[src/rtl/led_status_pkg.sv]
// Shared types and default parameters for the status LED encoder.
package led_status_pkg;

  localparam int unsigned PWM_BITS_DEF  = 8;
  localparam int unsigned BLINK_DIV_DEF = 5000000;
  localparam int unsigned GAP_SLOTS_DEF = 4;
  localparam int unsigned CODE_W_DEF    = 4;

  typedef enum logic [1:0] {
    ST_IDLE = 2'd0,
    ST_ON   = 2'd1,
    ST_OFF  = 2'd2,
    ST_GAP  = 2'd3
  } led_state_e;

endpackage

[src/rtl/led_status_encoder_if.sv]
// Heartbeat/fault/brightness inputs and LED status outputs of the encoder.
interface led_status_encoder_if
  import led_status_pkg::*;
#(
  parameter int unsigned PWM_BITS = PWM_BITS_DEF,
  parameter int unsigned CODE_W   = CODE_W_DEF
) ();

  logic                beat_in;
  logic [CODE_W-1:0]   fault_code;
  logic [PWM_BITS-1:0] brightness;
  logic                led_out;
  logic                busy;
  logic                seq_start;

  modport master (
    output beat_in, fault_code, brightness,
    input  led_out, busy, seq_start
  );

  modport slave (
    input  beat_in, fault_code, brightness,
    output led_out, busy, seq_start
  );

endinterface

[src/rtl/led_pwm_gen.sv]
// Free-running PWM counter; pwm_on is high while the count is below brightness.
module led_pwm_gen
  import led_status_pkg::*;
#(
  parameter int unsigned PWM_BITS = PWM_BITS_DEF
) (
  input  logic                clk,
  input  logic                rst,
  input  logic [PWM_BITS-1:0] brightness,
  output logic                pwm_on
);

  logic [PWM_BITS-1:0] pwm_cnt_q;

  always_ff @(posedge clk) begin
    if (rst) pwm_cnt_q <= '0;
    else     pwm_cnt_q <= pwm_cnt_q + PWM_BITS'(1);
  end

  // Combinational compare so the registered LED stage sees live brightness.
  assign pwm_on = (pwm_cnt_q < brightness);

endmodule

[src/rtl/led_status_encoder.sv]
// Heartbeat passthrough with blink-code fault override, all gated by PWM dimming.
module led_status_encoder
  import led_status_pkg::*;
#(
  parameter int unsigned PWM_BITS  = PWM_BITS_DEF,
  parameter int unsigned BLINK_DIV = BLINK_DIV_DEF,
  parameter int unsigned GAP_SLOTS = GAP_SLOTS_DEF,
  parameter int unsigned CODE_W    = CODE_W_DEF
) (
  input  logic                 clk,
  input  logic                 rst,
  led_status_encoder_if.slave  bus
);

  localparam int unsigned SLOT_W = $clog2(BLINK_DIV);
  localparam int unsigned GAP_W  = $clog2(GAP_SLOTS + 1);

  led_state_e        state_q, state_d;
  logic [SLOT_W-1:0] slot_cnt_q, slot_cnt_d, slot_cnt_adv;
  logic [GAP_W-1:0]  gap_cnt_q, gap_cnt_d;
  logic [CODE_W-1:0] blinks_left_q, blinks_left_d;
  logic              led_q, led_d;
  logic              busy_q, busy_d;
  logic              seq_start_q, seq_start_d;
  logic              pwm_on;
  logic              slot_end;

  led_pwm_gen #(.PWM_BITS(PWM_BITS)) u_pwm (
    .clk        (clk),
    .rst        (rst),
    .brightness (bus.brightness),
    .pwm_on     (pwm_on)
  );

  assign slot_end     = (slot_cnt_q == SLOT_W'(BLINK_DIV - 1));
  assign slot_cnt_adv = slot_end ? '0 : slot_cnt_q + SLOT_W'(1);

  always_ff @(posedge clk) begin
    if (rst) begin
      state_q       <= ST_IDLE;
      slot_cnt_q    <= '0;
      gap_cnt_q     <= '0;
      blinks_left_q <= '0;
      led_q         <= 1'b0;
      busy_q        <= 1'b0;
      seq_start_q   <= 1'b0;
    end else begin
      state_q       <= state_d;
      slot_cnt_q    <= slot_cnt_d;
      gap_cnt_q     <= gap_cnt_d;
      blinks_left_q <= blinks_left_d;
      led_q         <= led_d;
      busy_q        <= busy_d;
      seq_start_q   <= seq_start_d;
    end
  end

  // Slot counter idles at zero so each sequence starts on a fresh slot.
  always_comb begin
    state_d       = state_q;
    slot_cnt_d    = '0;
    gap_cnt_d     = gap_cnt_q;
    blinks_left_d = blinks_left_q;
    led_d         = 1'b0;
    seq_start_d   = 1'b0;

    unique case (state_q)
      ST_IDLE: begin
        led_d = bus.beat_in & pwm_on;
        if (bus.fault_code != '0) begin
          blinks_left_d = bus.fault_code;
          seq_start_d   = 1'b1;
          state_d       = ST_ON;
        end
      end
      ST_ON: begin
        led_d      = pwm_on;
        slot_cnt_d = slot_cnt_adv;
        if (slot_end) state_d = ST_OFF;
      end
      ST_OFF: begin
        slot_cnt_d = slot_cnt_adv;
        if (slot_end) begin
          if (blinks_left_q == CODE_W'(1)) begin
            gap_cnt_d = '0;
            state_d   = ST_GAP;
          end else begin
            blinks_left_d = blinks_left_q - CODE_W'(1);
            state_d       = ST_ON;
          end
        end
      end
      ST_GAP: begin
        slot_cnt_d = slot_cnt_adv;
        if (slot_end) begin
          gap_cnt_d = gap_cnt_q + GAP_W'(1);
          if (gap_cnt_q == GAP_W'(GAP_SLOTS - 1)) state_d = ST_IDLE;
        end
      end
      default: state_d = ST_IDLE;
    endcase

    busy_d = (state_d != ST_IDLE);
  end

  assign bus.led_out   = led_q;
  assign bus.busy      = busy_q;
  assign bus.seq_start = seq_start_q;

endmodule
[src/flat_wrapper.sv]
// flat-port wrapper written by rule: the top's interface ports become plain ports
module led_status_encoder_flat import led_status_pkg::*;
#(
  parameter int unsigned PWM_BITS  = PWM_BITS_DEF,
  parameter int unsigned BLINK_DIV = BLINK_DIV_DEF,
  parameter int unsigned GAP_SLOTS = GAP_SLOTS_DEF,
  parameter int unsigned CODE_W    = CODE_W_DEF
)
  (clk, rst, bus_beat_in, bus_fault_code, bus_brightness, bus_led_out, bus_busy, bus_seq_start);
  led_status_encoder_if #(.PWM_BITS(PWM_BITS), .CODE_W(CODE_W)) bus_i ();
  input  logic clk;
  input  logic rst;
  input wire logic [$bits(bus_i.beat_in)-1:0] bus_beat_in;
  input wire logic [$bits(bus_i.fault_code)-1:0] bus_fault_code;
  input wire logic [$bits(bus_i.brightness)-1:0] bus_brightness;
  output wire logic [$bits(bus_i.led_out)-1:0] bus_led_out;
  output wire logic [$bits(bus_i.busy)-1:0] bus_busy;
  output wire logic [$bits(bus_i.seq_start)-1:0] bus_seq_start;
  assign bus_i.beat_in = bus_beat_in;
  assign bus_i.fault_code = bus_fault_code;
  assign bus_i.brightness = bus_brightness;
  assign bus_led_out = bus_i.led_out;
  assign bus_busy = bus_i.busy;
  assign bus_seq_start = bus_i.seq_start;
  led_status_encoder #(.PWM_BITS(PWM_BITS), .BLINK_DIV(BLINK_DIV), .GAP_SLOTS(GAP_SLOTS), .CODE_W(CODE_W)) u_core (.clk(clk), .rst(rst), .bus(bus_i));
endmodule
[config.mk]
export PLATFORM = sky130hd
export DESIGN_NAME = led_status_encoder_flat
export DESIGN_NICKNAME = d
export VERILOG_FILES = /design/src/rtl/led_status_pkg.sv /design/src/rtl/led_status_encoder_if.sv /design/src/rtl/led_pwm_gen.sv /design/src/rtl/led_status_encoder.sv /design/src/flat_wrapper.sv
export SDC_FILE = /design/constraint.sdc
export NUM_CORES = 1
export LEC_CHECK = 0
export BUFFER_PORTS_ARGS = -buffer_cell sky130_fd_sc_hd__buf_2
export CORE_AREA = 8 8 89 91
export CTS_CLUSTER_SIZE = 8
export DETAILED_ROUTE_END_ITERATION = 7
export DIE_AREA = 0 0 97 99
export GPL_ROUTABILITY_DRIVEN = 1
export PLACE_DENSITY = 0.51
export SYNTH_ARGS = -nofsm -noshare
export SYNTH_HDL_FRONTEND = slang
export SYNTH_SLANG_ARGS = --single-unit
[constraint.sdc]
create_clock -name clk -period 2.3 [get_ports clk]
set_clock_uncertainty 0.1 [all_clocks]
set_input_delay 0.345 -clock clk [delete_from_list [all_inputs] [get_ports clk]]
set_output_delay 0.345 -clock clk [all_outputs]
set_load 0.005 [all_outputs]
==> results.py, run 1 <==
metrics = {
    "grt": {
        "antenna_found_initial": 0,
        "grt_first_pass_wirelength_um": 8190,
        "grt_pass1_vias": 1787,
        "grt_start_max_net_pins": 24,
        "grt-ovfl-total": 0,
        "grt_use_total_pct": 9.988,
    },
    "floorplan": {
        "dieWidth_um": 97,
        "coreArea_mm2": 0.006569,
        "rows": 30,
        "die-area_mm2": 0.009603,
        "die_h_um": 99,
        "start_util_pct": 33.58,
        "io_pins": 18,
    },
    "clock_tree": {
        "cts_tree": "done",
        "clock_latency_ps": 290,
        "ctsHoldBuffers": 0,
        "clk_transition_reported_paths_ps": 90,
        "cts_setup_buffers": 0,
        "cts_buffer_depth": 2,
        "root_buffer": "clkbuf_8",
        "cts_buffers": 5,
        "post_cts_resized": 1,
        "cts_sinks": 43,
        "h-tree-depth": 2,
    },
    "placement": {
        "postPlaceCellArea_mm2": 0.002501,
        "port_buffers": 17,
        "place_congestion": 0.7652,
        "place_hpwl_um": 3372,
        "dp_cells": 363,
    },
    "setup_path": {
        "worstPathMaxFanout": 5,
        "timing.critical_path.mode_cell": "or4_4",
        "cp-end-kind": "register",
        "crit_arrival_ps": 2350,
        "critPathSlowestCell": "or4_4",
        "worstPathRequired_ps": 2430,
        "worst-setup-path-type": "reg -> reg",
        "crit_chain": "or4_4 -> or4_4 -> or4_1 -> a21oi_1",
        "cp-start-kind": "register",
        "cpPeakStageDelay_ps": 570,
    },
    "drt": {
        "num_vias": 1836,
        "wire_per_inst_um": 12.40,
        "postRouteAntennaNets": 0,
        "drc": 0,
        "drt_iter0_markers": 52,
        "avgViaCountPerCell": 4.949,
        "drt-total-wl_um": 4599,
        "firstDrtPassIters": 4,
    },
    "layout": {
        "num_antenna_cells": 0,
        "layout.nets": 318,
        "stdcell_area_mm2": 0.002641,
        "area.growth.synth_to_final_pct": 19.74,
        "layout-drive-gt1-share_pct": 17.53,
        "layout.cells.non_filler": 371,
        "post-route-util_pct": 40.21,
    },
    "synth": {
        "avgSynthCellArea_um2": 8.583,
        "synthArstFlopShare_pct": 0,
        "syn-num-nets": 285,
        "yosysWarnings": 0,
        "ys_ff_latch": 43,
        "syn-instance-count": 257,
        "seq_area_frac_synth_pct": 39.02,
        "synth_edf_count": 0,
        "netlist_area_mm2": 0.002206,
        "synth_cell_types": 41,
        "synth-main-ff-cell": "dfxtp_1",
    },
    "timing": {
        "period_minus_slack_ps": 2221,
        "rsz0062_at_grt": "no",
        "finalSetupViolCount": 0,
        "hold_violations": 0,
        "max-slew-margin-rel_pct": 57.11,
        "fmax_mhz": 450.3,
        "finalCritPeriodShare_pct": 96.56,
        "finalSetupTns_ps": 0,
        "tightest_slew_ps": 637.5,
        "drv_slew": 0,
    },
    "power": {
        "leakage_nw": 1.058,
        "p_total_mw": 1.486,
        "powerDensity_mw_per_mm2": 562.6,
        "peakVddDrop_uv": 254.2,
    },
    "outcome": {
        "status": "complete, no violations",
    },
    "hold_path": {
        "hp-class": "in -> reg",
    },
    "run": {
        "cap_violations": 0,
    },
}
## worst max-delay path, delay by kind of cell, from the launching register on
family           cells  cell delay (ps)
AND/OR/NAND/NOR      3             1570
AO/OA/AOI/OAI        1              150
flip-flops           1              340
## worst paths after layout
path                                   startpoint                                   end  slack [ps]  cells past startpoint
max              u_core.slot_cnt_q[12]$_SDFF_PP0_      u_core.gap_cnt_q[0]$_SDFFE_PP0P_          80                      4
min                             bus_fault_code[0]  u_core.blinks_left_q[0]$_SDFFE_PP0P_         320                      3
max reg2reg      u_core.slot_cnt_q[12]$_SDFF_PP0_      u_core.gap_cnt_q[0]$_SDFFE_PP0P_          80                      4
min reg2reg  u_core.u_pwm.pwm_cnt_q[0]$_SDFF_PP0_  u_core.u_pwm.pwm_cnt_q[0]$_SDFF_PP0_         370                      1
## power breakdown
group / switching [mW] / internal, mW / leakage (nW)
sequential: 0.0130 / 0.760 / 0.350
clock: 0.259 / 0.352 / 0.0612
combinational: 0.0541 / 0.0487 / 0.647
## metal layers
| metal | up-vias | wire, um | track usage [%] |
|---|---|---|---|
| li1 | 970 | - | - |
| met2 | 21 | 1984 | 16.20 |
| met1 | 839 | 2378 | 12.50 |
| met5 | - | 0 | 0 |
| met4 | 0 | 63 | 3.195 |
| met3 | 6 | 173 | 2.659 |
## Yosys cell counts (4+ instances only)
cell type  number  area [um^2]
dfxtp_1        43        860.8
nor2_1         40        150.1
xor2_1         20        175.2
inv_1          14        52.55
nand3_1        14        70.07
ha_1           13        162.7
nand2_1        12        45.04
nand4_1         8        50.05
a21oi_1         7        35.03
o21ai_0         7        35.03
xnor2_1         7        61.31
and3_1          6        37.54
nor3_1          6        30.03
nor4_1          6        37.54
or4_1           6        45.04
clkbuf_1        5        18.77
nand2b_1        4        25.02
nor2b_1         4        25.02
## logic make-up (layout without fill, tap and decap cells)
| family | Yosys count | count (layout) | share of synthesized area (%) |
|---|---|---|---|
| adders and majority gates | 13 | 13 | 7.374 |
| xor gates and xnor gates | 27 | 27 | 10.72 |
| buffers and inverters | 23 | 57 | 4.084 |
| AOI/OAI and AO/OA | 28 | 28 | 8.394 |
| muxes | 2 | 2 | 0.9076 |
| and+or+nand+nor | 121 | 121 | 29.50 |
| DFF | 43 | 43 | 39.02 |
## state kept, by name, summed over array words and instances, names as in the netlist
register	flops
u_core.slot_cnt_q	23
u_core.u_pwm.pwm_cnt_q	8
u_core.blinks_left_q	4
u_core.gap_cnt_q	3
u_core.state_q	2
u_core.bus.busy	1
u_core.bus.led_out	1
u_core.bus.seq_start	1
## per-stage QoR
stage / hold WS [ps] / worst slack, ps
CTS: 311.9 / 45.45
floorplan: 320.8 / 21.70
global route: 351.4 / 22.49
finish: 318.8 / 79.22
global placement: 351.4 / 60.45
detailed placement: 357.3 / 8.839
## layout make-up
class                   instances  area (um^2)
inverters                      14        52.55
repair buffers                 35        232.7
flip-flops and latches         43        862.1
well taps                      80        100.1
clock buffers                   6        82.58
multi-input cells             191         1276
fillers                       662         3928
clock inverters                 2        35.03
## placed cells by master, fill, tap and decap left out, drive strengths merged, types with 8 or more instances in the layout
| cell | instances |
|---|---|
| nor2 | 40 |
| inv | 14 |
| nand2 | 12 |
| nand4 | 8 |
| nand3 | 15 |
| xor2 | 20 |
| buf | 35 |
| ha | 13 |
| dfxtp | 43 |
(Power assumes the default switching activity.)
==> run 2, diff against run 1 <==
CORE_AREA = 8 8 74 76   (was 8 8 89 91)
DIE_AREA = 0 0 82 84   (was 0 0 97 99)
PLACE_DENSITY = 0.72   (was 0.51)
==> run 2 against run 1 <==
Maximum frequency up 0.48%. Die area decreased by 28%. Clock power down 23%. Critical path depth up 2. Sequential share of layout area increased by 0.61 points. Design area is 2.0% lower.
==> results.py, run 2 (synthesis results as in run 1) <==
metrics = {
    "grt": {
        "antenna_found_initial": 0,
        "grt_first_pass_wirelength_um": 7548,
        "top_usage_layer": "met2",
        "grt_use_total_pct": 13.26,
        "grtUsageMet1_pct": 15.85,
        "grt_pass1_vias": 1774,
        "grt_start_max_net_pins": 24,
        "grt_use_met3_pct": 3.125,
        "met2_usage_pct": 22.63,
        "grt-ovfl-total": 0,
    },
    "layout": {
        "seqCellArea_um2": 860.8,
        "top_register": "u_core.slot_cnt_q",
        "largest_register_ff_count": 23,
        "fill_cells": 383,
        "multi_input_area_mm2": 0.001282,
        "reg.largest.list": "u_core.slot_cnt_q (23), u_core.u_pwm.pwm_cnt_q (8), u_core.blinks_left_q (4)",
        "post-route-util_pct": 60.71,
        "mostFrequentLayoutCell": "dfxtp_1",
        "layout.nets": 319,
        "area.growth.synth_to_final_pct": 17.36,
        "num_antenna_cells": 0,
        "layout.cells.non_filler": 343,
        "final_cell_mix": "43 x dfxtp_1, 40 x nor2_1, 20 x xor2_1",
        "layout-drive-gt1-share_pct": 17.53,
    },
    "setup_path": {
        "r2r-start": "u_core.slot_cnt_q[1]$_SDFF_PP0_",
        "r2r_cells": 6,
        "crit_arrival_ps": 2330,
        "critPathSlowestCell": "or4_4",
        "cpPeakStageDelay_ps": 550,
        "crit_chain": "ha_2 -> nand2_1 -> or2_1 -> or4_4 -> or4_1 -> a21oi_1",
        "cp_num_buf_inv": 0,
        "cpLargestDelayFamily": "simple AND/OR/NAND/NOR gates",
        "worstPathMaxFanout": 4,
        "cp-start-kind": "register",
        "worstPathRequired_ps": 2420,
        "regToRegSetupSlack_ps": 90,
        "cp-end-kind": "register",
        "worst-setup-path-type": "reg -> reg",
        "timing.rr.end": "u_core.gap_cnt_q[2]$_SDFFE_PP0P_",
    },
    "floorplan": {
        "die-area_mm2": 0.006888,
        "coreArea_mm2": 0.004264,
        "die_h_um": 84,
        "rows": 24,
        "dieWidth_um": 82,
        "io_pins": 18,
        "start_util_pct": 51.73,
    },
    "timing": {
        "hold_violations": 0,
        "fmax_mhz": 452.5,
        "setup_ws_ps": 89.87,
        "finalCritPeriodShare_pct": 96.09,
        "max-slew-margin-rel_pct": 60.09,
        "drv_slew": 0,
        "rsz0062_at_grt": "yes",
        "finalSetupViolCount": 0,
        "period_minus_slack_ps": 2210,
        "tightest_slew_ps": 593.2,
    },
    "power": {
        "p_total_mw": 1.344,
        "powerDensity_mw_per_mm2": 519.2,
        "peakVddDrop_uv": 357.4,
        "leakage_nw": 1.049,
    },
    "drt": {
        "drc": 0,
        "num_vias": 1881,
        "drt_iter0_markers": 115,
        "firstDrtPassIters": 4,
        "postRouteAntennaNets": 0,
        "drt-total-wl_um": 4492,
        "avgViaCountPerCell": 5.484,
        "wire_per_inst_um": 13.10,
    },
    "clock_tree": {
        "cts_sinks": 43,
        "cts_buffers": 5,
        "ctsHoldBuffers": 0,
        "root_buffer": "clkbuf_8",
        "clock_latency_ps": 290,
        "clk_transition_reported_paths_ps": 80,
        "cts_buffer_depth": 2,
        "cts_tree": "done",
        "h-tree-depth": 2,
    },
    "hold_path": {
        "hp-class": "in -> reg",
        "min_from": "bus_fault_code[0]",
        "worstHoldEndpoint": "u_core.blinks_left_q[0]$_SDFFE_PP0P_",
        "hold_depth": 3,
    },
    "outcome": {
        "status": "complete, no violations",
    },
    "run": {
        "cap_violations": 0,
    },
    "placement": {
        "place_congestion": 0.8369,
        "dp_cells": 336,
        "pre_cts_ws_ps": 76.30,
        "port_buffers": 17,
        "place_hpwl_um": 3329,
    },
}
==> run 2: metrics by stage <==
stage	TNS [ps]	hold slack, ps	cell area [um^2]
floorplan	0	320.8	2206
global placement	0	348.8	2474
detailed placement	0	354.7	2474
CTS	0	339.3	2561
global route	-40.85	348.9	2589
finish	0	343.2	2589
==> run 2: what timing repair did <==
action | in CTS | in global routing
setup buffers | 0 | 0
resized for setup | 0 | 5
endpoints found under the setup margin | 0 | 5
==> run 2: worst max-delay path by stage <==
stage | startpoint | end | slack (ps) | depth (start not counted)
after CTS | u_core.slot_cnt_q[1]$_SDFF_PP0_ | u_core.gap_cnt_q[2]$_SDFFE_PP0P_ | 60 | 6
final | u_core.slot_cnt_q[1]$_SDFF_PP0_ | u_core.gap_cnt_q[2]$_SDFFE_PP0P_ | 90 | 6
after global placement | u_core.slot_cnt_q[1]$_SDFF_PP0_ | u_core.gap_cnt_q[2]$_SDFFE_PP0P_ | 120 | 6
after global routing | u_core.slot_cnt_q[1]$_SDFF_PP0_ | u_core.gap_cnt_q[0]$_SDFFE_PP0P_ | -40 | 6
after detailed placement | u_core.slot_cnt_q[1]$_SDFF_PP0_ | u_core.gap_cnt_q[2]$_SDFFE_PP0P_ | 80 | 6
after floorplan | u_core.slot_cnt_q[0]$_SDFF_PP0_ | u_core.gap_cnt_q[2]$_SDFFE_PP0P_ | 20 | 7
==> run 2: worst reg2reg max path, cell delays in order (launching register included) <==
cell and delay, ps:
dfxtp_1 360, ha_2 210, nand2_1 70, or2_1 230
or4_4 550, or4_1 480, a21oi_1 140
==> run 2: layout make-up <==
| class | count | area share, % |
|---|---|---|
| flip-flops and latches | 43 | 33.25 |
| well taps | 52 | 2.513 |
| clock inverters | 1 | 0.1933 |
| clock buffers | 6 | 3.190 |
| repair buffers | 36 | 9.280 |
| inverters | 14 | 2.030 |
| multi-input cells | 191 | 49.54 |
==> run 2: per-layer routing <==
metal	vias to the layer above	routed length, um
li1	970	-
met1	873	2031
met2	33	2178
met3	5	242
met4	0	41
met5	-	0
==> run 2: power breakdown <==
part / total [mW] / leakage [nW] / switching, mW / internal [mW]
clock: 0.467 / 0.0470 / 0.231 / 0.235
combinational: 0.104 / 0.652 / 0.0546 / 0.0491
sequential: 0.774 / 0.349 / 0.0139 / 0.760
==> run 3, diff against run 2 <==
CORE_AREA = 4 4 91 93   (was 8 8 74 76)
DIE_AREA = 0 0 95 97   (was 0 0 82 84)
GPL_ROUTABILITY_DRIVEN = 0   (was 1)
PLACE_DENSITY = 0.46   (was 0.72)
==> run 3 against run 2 <==
Critical path depth decreased by 2. Highest routed layer unchanged. Hold slack worse by 42 ps. Via count fell by 1.3%. Register-to-register slack hardly changed. Non-clock buffer count up 4. Critical endpoint is now u_core.gap_cnt_q[0]$_SDFFE_PP0P_. Combinational power is essentially flat. Die area up 34%. Largest power group unchanged. Sequential power hardly changed. Total power increased by 2.4%. Flip-flop and latch count is the same. First-iteration DRC count is 50% lower. Design area increased by 2.9%.
==> results.py, run 3 (synthesis results as in run 1) <==
metrics = {
    "clock_tree": {
        "root_buffer": "clkbuf_8",
        "cts_buffers": 5,
        "cts_sinks": 43,
        "clk_transition_reported_paths_ps": 90,
        "h-tree-depth": 2,
        "ctsHoldBuffers": 0,
        "clock_latency_ps": 300,
        "cts_tree": "done",
        "cts_buffer_depth": 2,
    },
    "timing": {
        "timing.hold.ws_ps": 300.8,
        "fmax_mhz": 452.2,
        "setup_ws_ps": 88.61,
        "drv_slew": 0,
        "max-slew-margin-rel_pct": 70.19,
        "finalCritPeriodShare_pct": 96.15,
        "rsz0062_at_grt": "no",
        "finalSetupTns_ps": 0,
        "period_minus_slack_ps": 2211,
        "hold_violations": 0,
        "finalSetupViolCount": 0,
        "tightest_slew_ps": 446.5,
    },
    "run": {
        "cap_violations": 0,
    },
    "floorplan": {
        "coreArea_mm2": 0.007527,
        "rows": 32,
        "start_util_pct": 29.31,
        "die_h_um": 97,
        "io_pins": 18,
        "dieWidth_um": 95,
        "die-area_mm2": 0.009215,
    },
    "drt": {
        "wire_per_inst_um": 11.57,
        "drt_iter0_markers": 58,
        "drc": 0,
        "postRouteAntennaNets": 0,
        "num_vias": 1857,
        "drt-total-wl_um": 4603,
        "avgViaCountPerCell": 4.666,
        "firstDrtPassIters": 4,
    },
    "placement": {
        "dp_cells": 390,
        "place_hpwl_um": 3456,
        "port_buffers": 17,
        "postPlaceCellArea_mm2": 0.002566,
        "pre_cts_ws_ps": 75.10,
    },
    "layout": {
        "reg.largest.list": "u_core.slot_cnt_q (23), u_core.u_pwm.pwm_cnt_q (8), u_core.blinks_left_q (4)",
        "stdcell_area_mm2": 0.002663,
        "post-route-util_pct": 35.37,
        "area.growth.synth_to_final_pct": 20.70,
        "num_antenna_cells": 0,
        "layout.nets": 323,
        "final_cell_mix": "43 x dfxtp_1, 40 x nor2_1, 22 x buf_4",
        "largest_register_ff_count": 23,
        "mostFrequentLayoutCell": "dfxtp_1",
        "top_register": "u_core.slot_cnt_q",
        "layout-drive-gt1-share_pct": 17.91,
        "layout.cells.non_filler": 398,
        "fill_cells": 810,
    },
    "setup_path": {
        "regToRegSetupSlack_ps": 90,
        "timing.rr.end": "u_core.gap_cnt_q[0]$_SDFFE_PP0P_",
        "crit_arrival_ps": 2340,
        "cp-end-kind": "register",
        "worstPathRequired_ps": 2430,
        "r2r_cells": 4,
        "startpoint": "u_core.slot_cnt_q[12]$_SDFF_PP0_",
        "endpoint": "u_core.gap_cnt_q[0]$_SDFFE_PP0P_",
        "worstPathMaxFanout": 5,
        "cp-start-kind": "register",
        "r2r-start": "u_core.slot_cnt_q[12]$_SDFF_PP0_",
        "worst-setup-path-type": "reg -> reg",
    },
    "hold_path": {
        "hp-class": "in -> reg",
        "hold_depth": 3,
    },
    "grt": {
        "grt_use_total_pct": 11.27,
        "met2_usage_pct": 18.06,
        "grt-ovfl-total": 0,
        "grt_start_max_net_pins": 24,
        "grt_use_met3_pct": 2.877,
        "antenna_found_initial": 0,
        "grt_first_pass_wirelength_um": 8342,
        "grt_pass1_vias": 1827,
        "grtUsageMet1_pct": 14.64,
        "top_usage_layer": "met2",
    },
    "outcome": {
        "status": "complete, no violations",
    },
    "power": {
        "peakVddDrop_uv": 216.7,
        "powerDensity_mw_per_mm2": 516.7,
        "p_total_mw": 1.376,
        "leakage_nw": 1.066,
    },
}
-- run 3: per-layer routing --
layer | up-vias | part of all wire (%)
met5 | - | 0
met3 | 5 | 3.5
met4 | 0 | 1.5
met1 | 847 | 48
met2 | 19 | 47
li1 | 986 | -
-- run 3: final cells by class --
class / count / area [um^2] / area share, %
multi-input combinational: 191 / 1259 / 47.27
sequential: 43 / 860.8 / 32.33
timing repair buffer: 40 / 270.3 / 10.15
tap: 102 / 127.6 / 4.793
clock buffer: 5 / 68.82 / 2.585
inverter: 14 / 52.55 / 1.974
clock inverter: 3 / 23.77 / 0.8929
-- run 3: what timing repair did --
action,4_1_cts,5_1_grt
gates resized for setup,0,1
buffers inserted,0,0
setup endpoints to repair,0,4
endpoints found under the hold margin,0,0
-- run 3: worst min path at each step --
stage / startpoint / end / slack [ps]
after floorplan: u_core.u_pwm.pwm_cnt_q[0]$_SDFF_PP0_ / u_core.u_pwm.pwm_cnt_q[0]$_SDFF_PP0_ / 320
after global placement: u_core.u_pwm.pwm_cnt_q[0]$_SDFF_PP0_ / u_core.u_pwm.pwm_cnt_q[0]$_SDFF_PP0_ / 340
after detailed placement: u_core.u_pwm.pwm_cnt_q[0]$_SDFF_PP0_ / u_core.u_pwm.pwm_cnt_q[0]$_SDFF_PP0_ / 350
after CTS: bus_fault_code[0] / u_core.blinks_left_q[0]$_SDFFE_PP0P_ / 290
after global routing: bus_fault_code[0] / u_core.blinks_left_q[0]$_SDFFE_PP0P_ / 340
final: bus_fault_code[0] / u_core.blinks_left_q[0]$_SDFFE_PP0P_ / 300
-- run 3: critical path: stages (launching register included) --
cell     delay [ps]
dfxtp_1         350
or4_4           550
or4_4           520
or4_1           490
a21oi_1         140
-- run 3: power breakdown --
group	total, mW	switching, mW	leakage [nW]	internal [mW]
sequential	0.772	0.0127	0.349	0.760
combinational	0.104	0.0548	0.676	0.0490
clock	0.500	0.282	0.0408	0.217
total	1.38	0.350	1.07	1.03
